===== src/rtl/branch_resolve_unit.sv =====
`default_nettype none
// ============================================================================
// Module  : branch_resolve_unit
// Brief   : Resolves EX-stage branches/JAL/JALR from ALU flags, registers a PC
//           redirect and link value, then drives a multi-cycle front-end flush.
//           Optional macro BRANCH_STATS_EN adds branch count/taken counters.
// Revision: 1.0 - initial release
// ============================================================================
module branch_resolve_unit #(
  parameter int N            = 32,
  parameter int FLUSH_CYCLES = 2
) (
  input  logic         clk,
  input  logic         rst_n,
  input  logic         ex_valid,
  input  logic         is_branch,
  input  logic         is_jal,
  input  logic         is_jalr,
  input  logic [2:0]   funct3,
  input  logic         cf,
  input  logic         zf,
  input  logic         vf,
  input  logic         sf,
  input  logic [N-1:0] pc,
  input  logic [N-1:0] imm,
  input  logic [N-1:0] alu_result,
  output logic         redirect_o,
  output logic [N-1:0] redirect_pc_o,
  output logic [N-1:0] link_o,
  output logic         flush_o,
  output logic         misalign_o,
  output logic         illegal_o,
  output logic [31:0]  br_count_o,
  output logic [31:0]  br_taken_o
);

  typedef enum logic [0:0] {
    S_IDLE  = 1'b0,
    S_FLUSH = 1'b1
  } state_t;

  localparam logic [3:0]   C_CNT_INIT  = 4'(FLUSH_CYCLES - 1);
  localparam logic [N-1:0] C_JALR_MASK = {{(N-1){1'b1}}, 1'b0};
  localparam logic [N-1:0] C_LINK_OFS  = N'(4);

  state_t       r_state, w_state_nxt;
  logic [3:0]   r_cnt, w_cnt_nxt;
  logic         w_is_jal, w_is_br, w_accept;
  logic         w_cond, w_f3_illegal, w_taken, w_aligned, w_redirect;
  logic [N-1:0] w_target;
  logic         r_redirect, r_misalign, r_illegal;
  logic [N-1:0] r_redirect_pc, r_link;

  // Resolve overlapping type flags: JALR beats JAL beats branch.
  assign w_is_jal = is_jal & ~is_jalr;
  assign w_is_br  = is_branch & ~is_jal & ~is_jalr;
  assign w_accept = ex_valid & (r_state == S_IDLE) & (is_branch | is_jal | is_jalr);

  always_comb begin
    w_cond       = 1'b0;
    w_f3_illegal = 1'b0;
    case (funct3)
      3'b000:  w_cond = zf;
      3'b001:  w_cond = ~zf;
      3'b100:  w_cond = sf ^ vf;
      3'b101:  w_cond = ~(sf ^ vf);
      3'b110:  w_cond = ~cf;
      3'b111:  w_cond = cf;
      default: w_f3_illegal = 1'b1;
    endcase
  end

  assign w_taken    = is_jalr | w_is_jal | (w_is_br & w_cond);
  assign w_target   = is_jalr ? (alu_result & C_JALR_MASK) : (pc + imm);
  assign w_aligned  = (w_target[1:0] == 2'b00);
  assign w_redirect = w_accept & w_taken & w_aligned;

  always_ff @(posedge clk or negedge rst_n) begin
    if (!rst_n) begin
      r_state <= S_IDLE;
      r_cnt   <= 4'd0;
    end else begin
      r_state <= w_state_nxt;
      r_cnt   <= w_cnt_nxt;
    end
  end

  always_comb begin
    w_state_nxt = r_state;
    w_cnt_nxt   = r_cnt;
    case (r_state)
      S_IDLE: begin
        if (w_redirect) begin
          w_state_nxt = S_FLUSH;
          w_cnt_nxt   = C_CNT_INIT;
        end
      end
      S_FLUSH: begin
        if (r_cnt == 4'd0) w_state_nxt = S_IDLE;
        else               w_cnt_nxt   = r_cnt - 4'd1;
      end
      default: w_state_nxt = S_IDLE;
    endcase
  end

  always_ff @(posedge clk or negedge rst_n) begin
    if (!rst_n) begin
      r_redirect    <= 1'b0;
      r_misalign    <= 1'b0;
      r_illegal     <= 1'b0;
      r_redirect_pc <= '0;
      r_link        <= '0;
    end else begin
      r_redirect <= w_redirect;
      r_misalign <= w_accept & w_taken & ~w_aligned;
      r_illegal  <= w_accept & w_is_br & w_f3_illegal;
      if (w_redirect)
        r_redirect_pc <= w_target;
      // Link is written even when the jump target turns out misaligned.
      if (w_accept & (is_jalr | w_is_jal))
        r_link <= pc + C_LINK_OFS;
    end
  end

  assign redirect_o    = r_redirect;
  assign redirect_pc_o = r_redirect_pc;
  assign link_o        = r_link;
  assign flush_o       = (r_state == S_FLUSH);
  assign misalign_o    = r_misalign;
  assign illegal_o     = r_illegal;

`ifdef BRANCH_STATS_EN
  logic [31:0] r_br_count, r_br_taken;
  logic        w_br_legal;

  assign w_br_legal = w_accept & w_is_br & ~w_f3_illegal;

  // Saturating counters; a misaligned taken branch still counts as taken.
  always_ff @(posedge clk or negedge rst_n) begin
    if (!rst_n) begin
      r_br_count <= 32'd0;
      r_br_taken <= 32'd0;
    end else if (w_br_legal) begin
      if (r_br_count != 32'hFFFF_FFFF)
        r_br_count <= r_br_count + 32'd1;
      if (w_cond && (r_br_taken != 32'hFFFF_FFFF))
        r_br_taken <= r_br_taken + 32'd1;
    end
  end

  assign br_count_o = r_br_count;
  assign br_taken_o = r_br_taken;
`else
  assign br_count_o = 32'd0;
  assign br_taken_o = 32'd0;
`endif

endmodule
`default_nettype wire


===== config.mk =====
export PLATFORM = sky130hd
export DESIGN_NAME = branch_resolve_unit
export DESIGN_NICKNAME = d
export VERILOG_FILES = /design/src/rtl/branch_resolve_unit.sv
export SDC_FILE = /design/constraint.sdc
export NUM_CORES = 1
export LEC_CHECK = 0
export BUFFER_PORTS_ARGS = -buffer_cell sky130_fd_sc_hd__buf_2
export CAP_MARGIN = 5
export CORE_ASPECT_RATIO = 1.1
export CORE_MARGIN = 3
export CORE_UTILIZATION = 43
export CTS_CLUSTER_SIZE = 30
export DETAILED_ROUTE_END_ITERATION = 10
export GPL_TIMING_DRIVEN = 0
export HOLD_SLACK_MARGIN = 0.03
export PLACE_DENSITY = 0.82
export SYNTH_ARGS = -nofsm -noshare
export SYNTH_HDL_FRONTEND = slang
export SYNTH_SLANG_ARGS = --single-unit

===== constraint.sdc =====
create_clock -name clk -period 2.3 [get_ports clk]
set_input_delay 0.69 -clock clk [delete_from_list [all_inputs] [get_ports clk]]
set_output_delay 0.69 -clock clk [all_outputs]
set_load 0.1 [all_outputs]

==> results.ini <==
[timing]
final_max_slew_viol_count = 0
fin_crit_sh_pct = 114
setup-violations-final = 15
period_minus_slack_ps = 2630
fmax_ghz = 0.380
tns_ps = -2270
rsz0062_at_grt = true
tightest_slew_ps = 646
slew_headroom_pct = 56.9
layout_setup_ws_ps = -330
hold_viol_final = 0
finClkSkew_ps = 3.09

[die]
io_pins = 241
coreArea_um2 = 12300
die_y_um = 125
initial_core_util_pct = 44.8
dieArea_um2 = 14200
die_w_um = 114
std_cell_rows = 42

[cts]
htree_levels = 3
clockRootBuffer = clkbuf_16
clock_sinks = 72
clkTransAtPathRegs_ps = 60
clock_path_buffers = 2
cts-buffers-inserted = 9
cts_tree = built
clk_latency_ps = 340

[global_routing]
grt_pass1_wl_mm = 27.0
grt_max_degree = 47
antenna_found_initial = 0
grt_overflow = 0
grt_pass1_vias = 5519
grt_usage_pct = 23.6

[layout]
n_antenna_cell = 0
drive_above_1_share_pct = 41.4
syn2layout_area_growth_pct = 45.9
fin_nets = 1065

[route]
via_per_inst = 5.12
vias = 5538
drc_errors = 0
drt_first_iter_violations = 297
wl_per_cell_um = 16.3
detail-route-antenna-nets = 0
dr.pass1.iters = 5
wl_mm = 17.7

[critical_path]
critPathRequiredTime_ps = 2490
crit_type = in2reg
cp_max_fo = 2
path_cells = buf_6 -> ha_4 -> a21o_1 -> a211oi_2 -> o211ai_1 -> a21oi_2 -> o21ai_4 -> a2111oi_4 -> o31ai_2 -> xnor2_1 -> o22ai_1
slowest_stage = a2111oi_4
path_buf_inv = 1
slowest_delay_ps = 360
crit_family = compound AO/OA/AOI/OAI gates
critPathArrivalTime_ps = 2820
cp-start-kind = input pin
endpoint_kind = flip-flop

[power_and_ir_drop]
total_leakage_power_nw = 3.81
max-vdd-ir-drop_uv = 1020
power_density_nw_per_um2 = 1330
finalPower_mw = 10.7

[placement]
gpl.final_weighted_congestion = 0.898
hpwl_mm = 13.3
portBuffers = 175

[logic_synthesis]
synth.avg_cell_area_um2 = 8.42
ys_types = 59
ys_ff_latch = 72
async_flop_share_pct = 100
netlist_area_um2 = 5510
synth_area_leaders = dfrtp_1, buf_4, ha_1, a21oi_1, xor2_1
dominantRegCellSynth = dfrtp_1
netlist_instances = 655
synth_edf_count = 0
post-synth-top-count-cell = a21oi_1
synth_common_cells = a21oi_1, dfrtp_1, nor2_1, buf_4, nand2_1
synth_warnings = 0
synthDominantCellAreaShare_pct = 32.7
yosys.area.top_type = dfrtp_1
yosysSeqAreaShare_pct = 32.7

[job]
maxCapViolations = 0

[outcome]
violations = negative setup slack
outcome = finished, violations left

[worst_hold_path]
hp-class = in2async

-- per-stage QoR --
stage	util [%]	cells	hold slack, ps	area [µm²]	worst slack [ps]
floorplan	-	718	394	6050	-249
CTS	63.3	1076	280	7780	-244
global route	65.4	1081	302	8040	-412
finish	65.4	1081	272	8040	-330
detailed placement	58.1	1048	465	7150	-817
global placement	57.9	1047	456	7120	-718
-- registers in the layout, summed over array words and instances (netlist names) --
name           flops
redirect_pc_o     32
flush_o            1
redirect_o         1
r_cnt              4
misalign_o         1
link_o            32
illegal_o          1
-- worst register-to-register path, stage by stage, from the launching register on --
cell	delay (ps)
dfrtp_1	460
nor3b_4	290
buf_12	160
clkbuf_1	430
buf_1	410
a21oi_1	130
-- worst paths after layout --
kind / startpoint / endpoint / slack, ps / cells after the start
setup reg to reg: flush_o / link_o[23] / 280 / 5
hold / removal: rst_n / link_o[7] / 270 / 1
setup / recovery: imm[10] / redirect_pc_o[29] / -330 / 11
hold reg to reg: redirect_pc_o[11] / redirect_pc_o[11] / 480 / 2
max in group asynchronous: rst_n / redirect_pc_o[31] / 1460 / 2
min in group clk: redirect_pc_o[11] / redirect_pc_o[11] / 480 / 2
-- metal layers --
| layer | track usage (%) | vias up | wire, µm |
|---|---|---|---|
| met5 | 0 | - | 0 |
| met2 | 41.4 | 189 | 9020 |
| met3 | 3.40 | 31 | 977 |
| li1 | - | 2705 | - |
| met1 | 28.7 | 2613 | 7220 |
| met4 | 9.36 | 0 | 437 |
-- kinds of logic after synthesis --
kind of cell,synth area share (%)
mux,1.52
other cells,0.0680
simple gates,17.3
xor+xnor,9.37
buf+inv,11.0
flops,32.7
compound gates,20.2
fa+ha+maj,7.85
-- power breakdown --
part	switching [mW]	total (mW)	internal (mW)	leakage, nW
clock	0.546	1.41	0.868	0.145
sequential	0.325	2.17	1.84	0.852
combinational	5.80	7.10	1.30	2.81
-- timing repair --
action                     in CTS  in global routing
setup buffers                  12                  6
pin swaps                      32                 40
gates cloned                    0                  0
setup endpoints to repair      56                 37
gates resized for setup        49                 55
hold buffers                    0                  0
-- layout by cell type (no fill, tap or decap), types with 12 or more instances in the layout --
| master | instances |
|---|---|
| o21ai_0 | 19 |
| ha_1 | 13 |
| buf_4 | 80 |
| xor2_1 | 27 |
| o21ai_1 | 14 |
| xnor2_1 | 22 |
| buf_2 | 167 |
| nand3_1 | 21 |
| nand2_1 | 57 |
| nor2_1 | 62 |
| dfrtp_1 | 72 |
| conb_1 | 64 |
| ha_4 | 18 |
| a21oi_1 | 71 |
| inv_1 | 12 |
-- area by class of cell --
cell class              count  area (µm²)
multi-input cells         549        4010
clock buffers              11         243
repair buffers            194        1120
flip-flops and latches     72        1800
inverters                  13        48.8
clock inverters             5        56.3
fillers                  1015        4250
well taps                 154         193
plain buffers              83         568
Power figures use the tool's default switching activity.
